**config.mk**
```make
export PLATFORM = sky130hd
export DESIGN_NAME = cycle_phase_timer_flat
export DESIGN_NICKNAME = d
export VERILOG_FILES = /design/src/rtl/wash_pkg.sv /design/src/rtl/cycle_phase_timer_if.sv /design/src/rtl/cycle_phase_timer_tick_prescaler.sv /design/src/rtl/cycle_phase_timer.sv /design/src/flat_wrapper.sv
export SDC_FILE = /design/constraint.sdc
export NUM_CORES = 1
export LEC_CHECK = 0
export CELL_PAD_IN_SITES_DETAIL_PLACEMENT = 1
export CELL_PAD_IN_SITES_GLOBAL_PLACEMENT = 2
export CORE_UTILIZATION = 30
export DETAILED_ROUTE_END_ITERATION = 8
export GPL_ROUTABILITY_DRIVEN = 0
export PLACE_DENSITY = 0.85
export SKIP_CTS_REPAIR_TIMING = 1
export SLEW_MARGIN = 20
export SYNTH_ARGS = -nofsm -noshare
export SYNTH_HDL_FRONTEND = slang
export SYNTH_HIERARCHICAL = 1
export SYNTH_SLANG_ARGS = --single-unit
export TNS_END_PERCENT = 30
```
**constraint.sdc**
```tcl
create_clock -name clk -period 4.55 [get_ports clk]
set_input_delay 0.6825 -clock clk [delete_from_list [all_inputs] [get_ports clk]]
set_output_delay 0.6825 -clock clk [all_outputs]
set_load 0.005 [all_outputs]
```
**src/rtl/wash_pkg.sv**
```systemverilog
// Shared definitions for the washer controller and its phase timer.
// Phase codes deliberately equal the washer FSM state codes so the FSM can
// drive its own state straight onto phase_sel.
package wash_pkg;

    localparam logic [1:0] PH_NONE  = 2'b00;
    localparam logic [1:0] PH_WASH  = 2'b01;
    localparam logic [1:0] PH_RINSE = 2'b10;
    localparam logic [1:0] PH_DRY   = 2'b11;

    typedef enum logic [1:0] {
        T_IDLE  = 2'b00,
        T_RUN   = 2'b01,
        T_PAUSE = 2'b10,
        T_DONE  = 2'b11
    } timer_state_t;

endpackage

```
**src/rtl/cycle_phase_timer_if.sv**
```systemverilog
// Control link between the washer FSM (master) and the phase timer (slave).
// Signalling: no valid/ready pair is used. start, enable and phase_sel are
// levels sampled on every rising clk edge; start acts once per sampled edge,
// so the master pulses it for one cycle per reload. timer_done is a
// one-cycle pulse with no back-pressure; the master must act on it in that
// cycle. counter_out, busy and phase_active are registered status levels.
interface cycle_phase_timer_if #(
    parameter int CNT_W = 16
);
    logic             start;
    logic             enable;
    logic [1:0]       phase_sel;
    logic             timer_done;
    logic [CNT_W-1:0] counter_out;
    logic             busy;
    logic [1:0]       phase_active;

    modport master (
        output start, enable, phase_sel,
        input  timer_done, counter_out, busy, phase_active
    );

    modport slave (
        input  start, enable, phase_sel,
        output timer_done, counter_out, busy, phase_active
    );
endinterface

```
**src/rtl/cycle_phase_timer_tick_prescaler.sv**
```systemverilog
// Divides enabled clock cycles down to one count tick every PRESCALE cycles.
// tick is combinational so the parent decrements on the same edge the
// prescale count wraps.
module tick_prescaler #(
    parameter int PRESCALE = 4
) (
    input  logic clk,
    input  logic rst_n,
    input  logic clear_i,
    input  logic en_i,
    output logic tick_o
);
    localparam int PW = (PRESCALE > 1) ? $clog2(PRESCALE) : 1;
    localparam logic [PW-1:0] LAST = PW'(PRESCALE - 1);

    logic [PW-1:0] count_q;

    assign tick_o = en_i && (count_q == LAST);

    // Prescale count: clear has priority, frozen while not enabled.
    always_ff @(posedge clk or negedge rst_n) begin
        if (!rst_n) begin
            count_q <= '0;
        end else if (clear_i) begin
            count_q <= '0;
        end else if (en_i) begin
            if (count_q == LAST) begin
                count_q <= '0;
            end else begin
                count_q <= count_q + PW'(1);
            end
        end
    end
endmodule

```
**src/rtl/cycle_phase_timer.sv**
```systemverilog
// Per-phase countdown timer for the washer FSM. Loads the selected phase's
// duration on start or on a phase change, counts down once per PRESCALE
// enabled cycles, and emits one timer_done pulse when the count expires.
module cycle_phase_timer
    import wash_pkg::*;
#(
    parameter int CNT_W       = 16,
    parameter int PRESCALE    = 4,
    parameter int WASH_TICKS  = 10,
    parameter int RINSE_TICKS = 6,
    parameter int DRY_TICKS   = 8
) (
    input  logic                 clk,
    input  logic                 rst_n,
    cycle_phase_timer_if.slave   tmr,
    output timer_state_t         state_o
);
    timer_state_t     state_q;
    logic [CNT_W-1:0] cnt_q;
    logic [1:0]       phase_q;
    logic             done_q;
    logic             busy_q;

    logic [CNT_W-1:0] dur_d;
    logic             trigger;
    logic             count_en;
    logic             tick;

    // Duration lookup for the phase being requested.
    always_comb begin
        dur_d = '0;
        case (tmr.phase_sel)
            PH_WASH:  dur_d = CNT_W'(WASH_TICKS);
            PH_RINSE: dur_d = CNT_W'(RINSE_TICKS);
            PH_DRY:   dur_d = CNT_W'(DRY_TICKS);
            default:  dur_d = '0;
        endcase
    end

    // A reload outranks everything else, including an expiry on the same edge.
    assign trigger  = tmr.start || (tmr.enable && (tmr.phase_sel != phase_q));
    assign count_en = tmr.enable && !trigger &&
                      ((state_q == T_RUN) || (state_q == T_PAUSE));

    tick_prescaler #(
        .PRESCALE (PRESCALE)
    ) u_prescaler (
        .clk     (clk),
        .rst_n   (rst_n),
        .clear_i (trigger),
        .en_i    (count_en),
        .tick_o  (tick)
    );

    // Timer FSM with registered status outputs.
    always_ff @(posedge clk or negedge rst_n) begin
        if (!rst_n) begin
            state_q <= T_IDLE;
            cnt_q   <= '0;
            phase_q <= PH_NONE;
            done_q  <= 1'b0;
            busy_q  <= 1'b0;
        end else if (trigger) begin
            done_q <= 1'b0;
            if (tmr.phase_sel != PH_NONE) begin
                phase_q <= tmr.phase_sel;
                cnt_q   <= dur_d;
                state_q <= tmr.enable ? T_RUN : T_PAUSE;
                busy_q  <= 1'b1;
            end else begin
                phase_q <= PH_NONE;
                cnt_q   <= '0;
                state_q <= T_IDLE;
                busy_q  <= 1'b0;
            end
        end else begin
            done_q <= 1'b0;
            case (state_q)
                T_RUN, T_PAUSE: begin
                    if (tmr.enable) begin
                        state_q <= T_RUN;
                        if (tick && (cnt_q != '0)) begin
                            cnt_q <= cnt_q - CNT_W'(1);
                            if (cnt_q == CNT_W'(1)) begin
                                state_q <= T_DONE;
                                done_q  <= 1'b1;
                                busy_q  <= 1'b0;
                            end
                        end
                    end else begin
                        state_q <= T_PAUSE;
                    end
                end
                default: begin
                    // IDLE and DONE wait for a reload.
                end
            endcase
        end
    end

    assign tmr.timer_done   = done_q;
    assign tmr.counter_out  = cnt_q;
    assign tmr.busy         = busy_q;
    assign tmr.phase_active = phase_q;
    assign state_o          = state_q;
endmodule

```
**src/flat_wrapper.sv**
```systemverilog
// flat-port wrapper written by rule: the top's interface ports become plain ports
module cycle_phase_timer_flat import wash_pkg::*;
#(
    parameter int CNT_W       = 16,
    parameter int PRESCALE    = 4,
    parameter int WASH_TICKS  = 10,
    parameter int RINSE_TICKS = 6,
    parameter int DRY_TICKS   = 8
)
  (clk, rst_n, state_o, tmr_start, tmr_enable, tmr_phase_sel, tmr_timer_done, tmr_counter_out, tmr_busy, tmr_phase_active);
  cycle_phase_timer_if #(.CNT_W(CNT_W)) tmr_i ();
  input  logic clk;
  input  logic rst_n;
  output timer_state_t state_o;
  input wire logic [$bits(tmr_i.start)-1:0] tmr_start;
  input wire logic [$bits(tmr_i.enable)-1:0] tmr_enable;
  input wire logic [$bits(tmr_i.phase_sel)-1:0] tmr_phase_sel;
  output wire logic [$bits(tmr_i.timer_done)-1:0] tmr_timer_done;
  output wire logic [$bits(tmr_i.counter_out)-1:0] tmr_counter_out;
  output wire logic [$bits(tmr_i.busy)-1:0] tmr_busy;
  output wire logic [$bits(tmr_i.phase_active)-1:0] tmr_phase_active;
  assign tmr_i.start = tmr_start;
  assign tmr_i.enable = tmr_enable;
  assign tmr_i.phase_sel = tmr_phase_sel;
  assign tmr_timer_done = tmr_i.timer_done;
  assign tmr_counter_out = tmr_i.counter_out;
  assign tmr_busy = tmr_i.busy;
  assign tmr_phase_active = tmr_i.phase_active;
  cycle_phase_timer #(.CNT_W(CNT_W), .PRESCALE(PRESCALE), .WASH_TICKS(WASH_TICKS), .RINSE_TICKS(RINSE_TICKS), .DRY_TICKS(DRY_TICKS)) u_core (.clk(clk), .rst_n(rst_n), .tmr(tmr_i), .state_o(state_o));
endmodule
```
Yosys cells after proc, flatten, opt, wreduce, memory -nomap -nowiden
Cells that the tools add are included.
W data, S select, Z words.
{ "classes": {"n_addsub": 2, "n_eq_ne": 8, "muxes": 28, "n_reduce_logical": 18} }
{ "op_table": {"columns": ["op", "count"], "rows": [
  ["$mux W16", 4],
  ["$mux W2", 11],
  ["$eq A16 B1 Y1 const B", 1],
  ["$reduce_bool A16 Y1", 1],
  ["$sub A16 B1 Y16 const B", 1],
  ["$pmux W4 S3", 1],
  ["$reduce_bool A2 Y1", 6],
  ["$mux W1", 11],
  ["$eq A2 B2 Y1 const B", 4],
  ["$logic_and A1 B1 Y1", 5],
  ["$eq A2 B1 Y1 const B", 2],
  ["$mux W4", 1],
  ["$reduce_and A4 Y1", 1],
  ["$reduce_and A3 Y1", 1],
  ["$add A2 B1 Y2 const B", 1],
  ["$logic_or A1 B1 Y1", 2],
  ["$ne A2 B2 Y1", 1],
  ["$reduce_or A2 Y1", 1],
  ["$logic_not A1 Y1", 1]
]} }
{ "word_totals": {"regBits": 24, "in_bits": 6, "output_inout_bits": 22, "word_cells": 62} }

Logic depth before layout (Yosys ltp)
Gate-level depths: netlist of run 1.
{ "depth": {"ltp_word": 12, "ltp_mapped": 9, "depth_no_buf": 9} }

Cells and area by module
Netlist of run 1, hierarchy kept.
{ "by_module_without_submodules": {"columns": ["mod", "instances", "cells_each", "area_each_um2", "seq_area_each_um2"], "rows": [
  ["cycle_phase_timer", 1, 134, 1255.0, 550.5],
  ["tick_prescaler", 1, 9, 106.4, 50.0]
]} }

Worst setup path before layout of run 1
OpenSTA, ideal clock, no wires.
{ "synth_path": {"path_type": "input-to-reg", "from": "input port tmr_phase_sel[1]", "to": "register u_core.cnt_q[11], in the netlist u_core/tmr.counter_out[11]", "setup_ps": 135, "t_arrival_ps": 2286, "required_ps": 4415, "path_slack_ps": 2130, "stages": 9, "n_path_buf": 0, "cell_sequence": "xnor2_1 nand3_1 nor2_1 and2_1 nor3b_1 nand4_1 nor4b_1 xnor2_1 nor2_1"} }
{ "synth_via": {"elab_chain_cells": 10, "elab_cells_between_ends": 13, "classes_between": "eq/ne: 1; mux: 1; reduce/logical: 11"} }
{ "synth_lines": {"columns": ["item", "line_no", "rtl"], "rows": [
  ["start: declaration", "flat_wrapper.sv:17", "input wire logic [$bits(tmr_i.phase_sel)-1:0] tmr_phase_sel;"],
  ["$ne A2 B2 Y1", "cycle_phase_timer.sv:41", "assign trigger = tmr.start || (tmr.enable && (tmr.phase_sel != phase_q));"],
  ["$logic_and A1 B1 Y1", "cycle_phase_timer.sv:41", null],
  ["$logic_or A1 B1 Y1", "cycle_phase_timer.sv:41", null],
  ["$logic_not A1 Y1", "cycle_phase_timer.sv:42", "assign count_en = tmr.enable && !trigger &&"],
  ["$logic_and A1 B1 Y1 (2 in series)", "cycle_phase_timer.sv:42", null],
  ["net u_core.count_en", "cycle_phase_timer.sv:26", "logic count_en;"],
  ["$logic_and A1 B1 Y1", "cycle_phase_timer_tick_prescaler.sv:18", "assign tick_o = en_i && (count_q == LAST);"],
  ["net u_core.tick", "cycle_phase_timer.sv:27", "logic tick;"],
  ["$logic_and A1 B1 Y1", "cycle_phase_timer.sv:82", "if (tick && (cnt_q != '0)) begin"],
  ["$reduce_bool A2 Y1 (no source line)", null, null],
  ["$reduce_and A3 Y1 (no source line)", null, null],
  ["end signal: assignment", "cycle_phase_timer.sv:67", "cnt_q <= dur_d;"],
  ["end signal: assignment", "cycle_phase_timer.sv:83", "cnt_q <= cnt_q - CNT_W'(1);"],
  ["end: declaration", "cycle_phase_timer.sv:19", "logic [CNT_W-1:0] cnt_q;"]
]} }
The timed path passes the listed nets, and every way through them passes these cells.
A chain may end at the register's enable or synchronous reset.

Worst setup path after layout of run 1
{ "layout_path": {"from": "input port tmr_phase_sel[0]", "to": "register u_core.cnt_q[11], in the netlist u_core/tmr.counter_out[11]"} }
The elaborated chain is that of the path after synthesis.

==> results.cfg, run 1 <==
[status]
status = finished clean

[sta]
worst_pin_slew_ns = 0.844
skew_ns = 0.00447
maxSlewHeadroom_pct = 43.7
fmax_ghz = 0.335
rsz0062_at_grt = false
finalSetupViolCount = 0
fin_hold_ws_ns = 0.392
setup_ws_ns = 1.56
finalHoldViolations = 0
slew_viol_final = 0
fin_tns_setup_ns = 0
fin_crit_sh_pct = 65.7
period_needed_ns = 2.99

[floorplanning]
io_pins = 28
start_util_pct = 31.3
core_area_um2 = 4350
rows = 24
die_h_um = 69.4
fp.dieW_um = 69.4
die-area_um2 = 4810

[clock_tree]
insertion_delay_ns = 0.26
clk_pin_slew_worst_paths_ns = 0.09
cts_tree = yes
cts_root_buffer = clkbuf_8
cts_buffer_depth = 2
numCtsBuffers = 3
cts_sinks = 24
h-tree-depth = 1

[drt]
wl_per_cell_um = 14.9
wl_met2_um = 1670
dr_total_vias = 1185
drtPass1Iterations = 4
ant_nets = 0
drt-met1-wl_um = 1540
routed-wl-met3_um = 99
routed_wl_um = 3350
drc = 0
via_per_inst = 5.29
highest_layer = met4
drtIter0Drc = 46

[yosys]
synth_cell_types = 36
syn_area_per_cell_um2 = 9.52
synth_common_cells = 24 x dfrtp_1, 18 x nor2_1, 10 x nand2_1
synth_largest_area_cell = dfrtp_1
synth_ff_type = dfrtp_1
synth_edf_count = 0
yosysTopAreaCellShare_pct = 44.1
synthTopCellsByArea = dfrtp_1 44%, ha_1 6.4%, xor2_1 5.8%
ys_ff_latch = 24
synthArstFlopShare_pct = 100
yosys_warnings = 6
yosysSeqAreaShare_pct = 44.1
yosysMostFrequentCell = dfrtp_1
syn_inst = 143
syn-num-nets = 156
syn-cell-area_um2 = 1360

[finish]
fin_nets = 186
insertedDiodeCount = 0
syn_to_final_growth_pct = 28.0
drive_above_1_share_pct = 6.40
postLayoutCoreUtil_pct = 40.0

[worst_setup_path]
cp.arrival_ns = 3.14
crit_path_start_kind = input pin
critical_path.max_fanout = 5
required_ns = 4.70
path_class = in -> reg
worst_setup_path_end_kind = flop

[pwr]
irDropWorstVdd_mv = 0.0857
power_density_nw_per_um2 = 266
leakage_nw = 0.716
finalPower_w = 0.000464

[placed_design]
hpwl_um = 2470
place_ws_ns = 1.26
port_buffers = 27

[hold_path]
holdCritPathClass = in -> async

[global_routing]
antenna_found_initial = 0
grtUsageTotal_pct = 15.3
grt_overflow = 0
grt_max_degree = 25
grt_pass1_vias = 1261
grt_pass1_wl_um = 5980

[flow_run]
max_cap_viol_count = 0
-- metrics by stage --
step | instance area (um2) | std cells
after floorplan | 1360 | 143
after global placement | 1690 | 220
after detailed placement | 1690 | 220
after CTS | 1740 | 224
after global routing | 1740 | 224
final | 1740 | 224
-- path summary, 6_finish.rpt --
path	startpoint	endpoint	slack (ns)	depth (start not counted)
max	tmr_phase_sel[0]	u_core/tmr.counter_out[11]$_DFFE_PN0P_	1.56	10
min	rst_n	u_core/tmr.counter_out[5]$_DFFE_PN0P_	0.39	1
min in group clk	u_core/u_prescaler/count_q[1]$_DFFE_PN0P_	u_core/u_prescaler/count_q[1]$_DFFE_PN0P_	0.56	2
max in group asynchronous	rst_n	u_core/tmr.busy$_DFFE_PN0P_	3.79	1
min reg2reg	u_core/u_prescaler/count_q[1]$_DFFE_PN0P_	u_core/u_prescaler/count_q[1]$_DFFE_PN0P_	0.56	2
max reg2reg	u_core/state_o[1]$_DFFE_PN0P_	u_core/tmr.counter_out[11]$_DFFE_PN0P_	2.04	9
-- routing by layer --
layer | vias up | track usage, %
met1 | 589 | 20.3
li1 | 570 | -
met3 | 4 | 2.47
met4 | 0 | 4.31
met5 | - | 0
met2 | 22 | 25.7
-- cells by family (layout without fill, tap and decap cells) --
family,Yosys count,in the layout,synth area share [%]
XOR/XNOR,16,16,10.3
adder cells (fa/ha/maj),7,7,6.43
AO/OA/AOI/OAI,18,18,8.55
flip-flops,24,24,44.1
buffers and inverters,9,38,2.48
multiplexers,1,1,0.735
AND/OR/NAND/NOR,68,68,27.4
-- layout by cell type (no fill, tap or decap), drive strengths merged, types with 2 or more instances in the layout --
master          n
a31oi           2
nand4b          2
nor4b           3
inv             5
nor3b           3
nand2          10
and2            2
o31ai           3
or3             2
or3b            2
xor2            9
o21ai           4
clkdlybuf4s50  26
and3            2
nand4           5
a21oi           5
nor4            6
xnor2           7
ha              7
dfrtp          24
nor2           18
nor3            4
clkbuf          4
buf             2
nand3           6
-- worst max-delay path, stage by stage --
cell	delay (ns)
clkdlybuf4s50_1	0.48
xnor2_1	0.25
nand3_1	0.21
nor2_1	0.25
and2_1	0.23
nor3b_1	0.19
nand4_1	0.24
nor4b_1	0.40
xnor2_1	0.16
nor2_1	0.05
-- where the power goes --
group          switching (W)  internal (W)   total, W
logic              0.0000445     0.0000369  0.0000814
registers          0.0000140      0.000222   0.000236
clock network      0.0000693     0.0000772   0.000147
-- sequential cells by signal (all words and copies together) (netlist names) --
signal                      cells
u_core/tmr.counter_out         16
u_core/state_o                  2
u_core/tmr.phase_active         2
u_core/u_prescaler/count_q      2
u_core/tmr.busy                 1
u_core/tmr.timer_done           1
-- area by class of cell --
type	instances	area, um2
flip-flops and latches	24	601
inverters	6	22.5
repair buffers	28	273
multi-input cells	110	727
well taps	52	65.1
fillers	496	2610
clock buffers	4	55.1
Power figures use the tool's default switching activity.
==> run 2: changes to the inputs <==
--- a/config.mk
+++ b/config.mk
@@ -7,10 +7,10 @@
 export LEC_CHECK = 0
 export CELL_PAD_IN_SITES_DETAIL_PLACEMENT = 1
 export CELL_PAD_IN_SITES_GLOBAL_PLACEMENT = 2
-export CORE_UTILIZATION = 30
+export CORE_UTILIZATION = 28
 export DETAILED_ROUTE_END_ITERATION = 8
 export GPL_ROUTABILITY_DRIVEN = 0
-export PLACE_DENSITY = 0.85
+export PLACE_DENSITY = 0.83
 export SKIP_CTS_REPAIR_TIMING = 1
 export SLEW_MARGIN = 20
 export SYNTH_ARGS = -nofsm -noshare
==> constraint.sdc (replaced) <==
create_clock -name clk -period 2.7 [get_ports clk]
set_input_delay 0.405 -clock clk [delete_from_list [all_inputs] [get_ports clk]]
set_output_delay 0.405 -clock clk [all_outputs]
set_load 0.005 [all_outputs]
==> run 2 against run 1 <==
- first-iteration DRC count shrank 24%
- clock-buffer cell count is 1 lower
- clock power grew 120%
- power is 89% higher
- critical path depth unchanged
- critical endpoint unchanged
- largest power group unchanged
- highest routed layer unchanged
==> results.cfg, run 2 (same netlist as run 1, synthesis figures left out) <==
[placed_design]
hpwl_um = 2710
port_buffers = 27
place_area_um2 = 1780
dp.cells = 233

[pwr]
power_density_nw_per_um2 = 472
leakage_nw = 0.781
irDropWorstVdd_mv = 0.259

[drt]
drc = 0
dr_total_vias = 1211
via_per_inst = 5.11
ant_nets = 0
wl_per_cell_um = 15.2
routed_wl_um = 3590
drtPass1Iterations = 4
drtIter0Drc = 35

[worst_setup_path]
cp.arrival_ns = 2.60
path_class = in -> reg
critPathSlowestCell = clkdlybuf4s50_1
crit_path_start_kind = input pin
reg2reg_to = u_core/tmr.counter_out[11]$_DFFE_PN0P_
regToRegStartpoint = u_core/state_o[0]$_DFFE_PN0P_
worstPathCellList = clkdlybuf4s50_1 -> xnor2_1 -> nand3_1 -> nor2_1 -> and2_1 -> nor3b_1 -> nand4_1 -> nor4b_2 -> xnor2_1 -> nor2_1
worst_setup_path_end_kind = flop
critical_path.max_fanout = 5
r2r_cells = 9
required_ns = 2.87
r2r_slack_ns = 0.30
cp_slowest_stage_delay_ns = 0.44

[finish]
drive_above_1_share_pct = 12.0
layout_common_cells = 27 x clkdlybuf4s50_1, 24 x dfrtp_1, 18 x nor2_1, 12 x buf_4, 10 x nand2_1
syn_to_final_growth_pct = 36.3
fin_nets = 197
layout_commonest_cell = clkdlybuf4s50_1
fillers = 543
insertedDiodeCount = 0
finalNonFillerCells = 237
postLayoutCoreUtil_pct = 39.5
final_area_um2 = 1860
largest_reg_flops = 16

[sta]
fmax_ghz = 0.412
finalSetupViolCount = 0
fin_tns_setup_ns = 0
finalHoldViolations = 0
slew_viol_final = 0
skew_ns = 0.0102
fin_crit_sh_pct = 89.9
period_needed_ns = 2.43
maxSlewHeadroom_pct = 55.0
rsz0062_at_grt = false
worst_pin_slew_ns = 0.669

[clock_tree]
cts_buffer_depth = 2
cts_tree = yes
cts_root_buffer = clkbuf_8
clk_pin_slew_worst_paths_ns = 0.10
insertion_delay_ns = 0.27
numCtsBuffers = 3
h-tree-depth = 1
cts_sinks = 24

[flow_run]
max_cap_viol_count = 0

[floorplanning]
die-area_um2 = 5140
start_util_pct = 29.0
die_h_um = 71.7
io_pins = 28
fp.dieW_um = 71.7
core_area_um2 = 4690
rows = 25

[global_routing]
grt_overflow = 0
grt_pass1_vias = 1322
grt_pass1_wl_um = 6390
antenna_found_initial = 0
grt_max_degree = 25
grtUsageTotal_pct = 15.8

[status]
status = finished clean

[hold_path]
holdCritPathClass = in -> async
[run 2: cell type report]
cell class | count | area, um2 | area share [%]
Clock buffer | 3 | 41.3 | 2.23
Clock inverter | 1 | 30.0 | 1.62
Inverter | 6 | 22.5 | 1.21
Multi-Input combinational cell | 110 | 733 | 39.5
Sequential cell | 24 | 601 | 32.4
Tap cell | 54 | 67.6 | 3.64
Timing Repair Buffer | 39 | 360 | 19.4
[run 2: worst max-delay path by stage]
stage | slack [ns] | start | endpoint
after global placement | 0.12 | tmr_phase_sel[0] | u_core/tmr.counter_out[11]$_DFFE_PN0P_
after CTS | 0.27 | tmr_phase_sel[1] | u_core/tmr.counter_out[11]$_DFFE_PN0P_
after detailed placement | 0.02 | tmr_phase_sel[1] | u_core/tmr.counter_out[11]$_DFFE_PN0P_
after floorplan | 0.54 | u_core/state_o[1]$_DFFE_PN0P_ | u_core/tmr.counter_out[11]$_DFFE_PN0P_
final | 0.27 | tmr_phase_sel[1] | u_core/tmr.counter_out[11]$_DFFE_PN0P_
after global routing | 0.05 | tmr_phase_sel[1] | u_core/tmr.counter_out[13]$_DFFE_PN0P_
[run 2: metrics by stage]
step,hold slack [ns],total power [W],setup slack [ns]
6_report,0.482,0.000875,0.273
5_1_grt,0.498,0.000921,0.0525
4_1_cts,0.490,0.000889,0.267
3_5_place_dp,0.541,0.000558,0.0204
3_3_place_gp,0.511,0.000553,0.124
2_1_floorplan,0.109,0.000471,0.542
[run 2: metal layers]
metal	GRT usage (%)	wire [um]
met1	20.1	1670
met2	26.7	1770
met3	4.22	137
met4	3.70	14
met5	0	0
[run 2: power breakdown]
group          switching [W]  total (W)  internal (W)
combinational      0.0000810   0.000155     0.0000740
clock               0.000125   0.000324      0.000198
sequential         0.0000222   0.000396      0.000374
total               0.000229   0.000875      0.000647
[run 2: worst max-delay path, delay by kind of cell]
kind | cells | cell delay (ns)
and+or+nand+nor | 7 | 1.33
buffers and inverters | 1 | 0.44
xor gates and xnor gates | 2 | 0.42
==> run 3: changes to the inputs <==
--- a/config.mk
+++ b/config.mk
@@ -5,8 +5,10 @@
 export SDC_FILE = /design/constraint.sdc
 export NUM_CORES = 1
 export LEC_CHECK = 0
+export ABC_CLOCK_PERIOD_IN_PS = 2700
 export CELL_PAD_IN_SITES_DETAIL_PLACEMENT = 1
 export CELL_PAD_IN_SITES_GLOBAL_PLACEMENT = 2
+export CORE_MARGIN = 2
 export CORE_UTILIZATION = 28
 export DETAILED_ROUTE_END_ITERATION = 8
 export GPL_ROUTABILITY_DRIVEN = 0
==> run 3 against run 2 <==
- setup slack better by 0.036 ns
- die area up 5.7%
- combinational power about the same
- register-to-register slack better by 0.03 ns
- worst hold slack better by 0.0068 ns
- sequential cell count unchanged
- sequential share of layout area up 0.11 points
- clock-buffer cell count unchanged
- critical path type unchanged
- highest routed layer unchanged
==> results.cfg, run 3 (same netlist as run 1, synthesis figures left out) <==
[sta]
fin_hold_ws_ns = 0.489
fin_tns_setup_ns = 0
skew_ns = 0.000926
worst_pin_slew_ns = 0.647
fin_crit_sh_pct = 88.6
finalSetupViolCount = 0
finalHoldViolations = 0
maxSlewHeadroom_pct = 56.5
slew_viol_final = 0
period_needed_ns = 2.39
fmax_ghz = 0.418
setup_ws_ns = 0.309
rsz0062_at_grt = false

[global_routing]
grt_pass1_vias = 1303
grt-busiest-layer = met2
grtUsageMet2_pct = 24.7
grt_pass1_wl_um = 6340
grt_max_degree = 25
antenna_found_initial = 0
grt_overflow = 0
grtUsageTotal_pct = 15.0
gr-usage-met1_pct = 20.2
met3_usage_pct = 2.19

[floorplanning]
core_area_um2 = 4690
io_pins = 28
die-area_um2 = 5440
start_util_pct = 29.0
rows = 25
die_h_um = 73.7
fp.dieW_um = 73.7

[placed_design]
place_area_um2 = 1780
place_ws_ns = -0.0185
port_buffers = 27
hpwl_um = 2770

[drt]
via_per_inst = 5.11
dr_total_vias = 1212
drc = 0
drtPass1Iterations = 4
drtIter0Drc = 33
ant_nets = 0
wl_per_cell_um = 15.3
routed_wl_um = 3620

[worst_setup_path]
path_class = in -> reg
critical_path.max_fanout = 5
cp_top_family = simple AND/OR/NAND/NOR gates
worst_setup_path_end_kind = flop
cp.arrival_ns = 2.56
required_ns = 2.87
crit_path_start_kind = input pin
critPathSlowestCell = clkdlybuf4s50_1
cp_slowest_stage_delay_ns = 0.44
worstPathCellList = clkdlybuf4s50_1 -> xnor2_1 -> nand3_1 -> nor2_1 -> and2_1 -> nor3b_1 -> nand4_1 -> nor4b_1 -> xnor2_1 -> nor2_1
cp_num_buf_inv = 1

[pwr]
seqPwrFrac_pct = 45.4
power_frac_clock_pct = 36.9
irDropWorstVdd_mv = 0.195
swShare_pct = 25.8
net-switching-power_w = 0.000225
power_density_nw_per_um2 = 472
pwr-share-comb_pct = 17.6
intPower_w = 0.000647
leakage_nw = 0.777

[finish]
fillers = 539
insertedDiodeCount = 0
final_area_um2 = 1850
syn_to_final_growth_pct = 35.8
largest_reg_flops = 16
multiInputGateArea_um2 = 727
register_area_um2 = 601
fin_nets = 197
layout_commonest_cell = clkdlybuf4s50_1
drive_above_1_share_pct = 11.5
layout_common_cells = 27 x clkdlybuf4s50_1, 24 x dfrtp_1, 18 x nor2_1, 12 x buf_4, 10 x nand2_1

[clock_tree]
cts_buffer_depth = 2
cts_sinks = 24
insertion_delay_ns = 0.27
clk_pin_slew_worst_paths_ns = 0.09
cts_tree = yes
numCtsBuffers = 3
h-tree-depth = 1
cts_root_buffer = clkbuf_8

[hold_path]
holdCritPathClass = in -> async

[status]
status = finished clean

[flow_run]
max_cap_viol_count = 0
-- run 3: cell counts in the layout (fill, tap and decap cells not counted) --
No cell type changed its count.
-- run 3: path summary, 6_finish.rpt --
check,from,endpoint,slack (ns),cells after the start
min,rst_n,u_core/tmr.counter_out[6]$_DFFE_PN0P_,0.49,2
min in group clk,u_core/tmr.phase_active[1]$_DFFE_PN0N_,u_core/tmr.phase_active[1]$_DFFE_PN0N_,0.55,2
max,tmr_phase_sel[0],u_core/tmr.counter_out[11]$_DFFE_PN0P_,0.31,10
max in group asynchronous,rst_n,u_core/tmr.counter_out[2]$_DFFE_PN0P_,1.96,2
min reg2reg,u_core/tmr.phase_active[1]$_DFFE_PN0N_,u_core/tmr.phase_active[1]$_DFFE_PN0N_,0.55,2
max reg2reg,u_core/state_o[0]$_DFFE_PN0P_,u_core/tmr.counter_out[11]$_DFFE_PN0P_,0.33,9
-- run 3: final cells by class --
class                           instances  area share [%]
Tap cell                               54            3.65
Sequential cell                        24            32.5
Timing Repair Buffer                   39            19.5
Inverter                                6            1.22
Clock inverter                          1            1.62
Multi-Input combinational cell        110            39.3
Clock buffer                            3            2.23
-- run 3: worst register-to-register path, delay by kind of cell (launching register included) --
| kind | cells | cell delay, ns |
|---|---|---|
| flip-flops | 1 | 0.46 |
| XOR/XNOR | 2 | 0.42 |
| AND/OR/NAND/NOR | 7 | 1.39 |
-- run 3: per-layer routing --
layer  up-vias  part of all wire, %
li1        590                    -
met1       596                   46
met2        24                   50
met3         2                  3.5
met4         0                 0.83
met5         -                    0
-- run 3: power groups by stage --
stage	logic, W	clock network (W)	registers (W)
after floorplan	0.0000705	0	0.000400
after global placement	0.000150	0	0.000403
after detailed placement	0.000155	0	0.000404
after CTS	0.000157	0.000341	0.000397
after global routing	0.000172	0.000358	0.000401
final	0.000154	0.000322	0.000396
-- run 3: stage by stage --
| step | power (W) | cells | util [%] |
|---|---|---|---|
| floorplan | 0.000471 | 143 | - |
| global placement | 0.000553 | 233 | 37.9 |
| detailed placement | 0.000559 | 233 | 37.9 |
| CTS | 0.000895 | 237 | 39.4 |
| global route | 0.000931 | 237 | 39.4 |
| finish | 0.000872 | 237 | 39.4 |
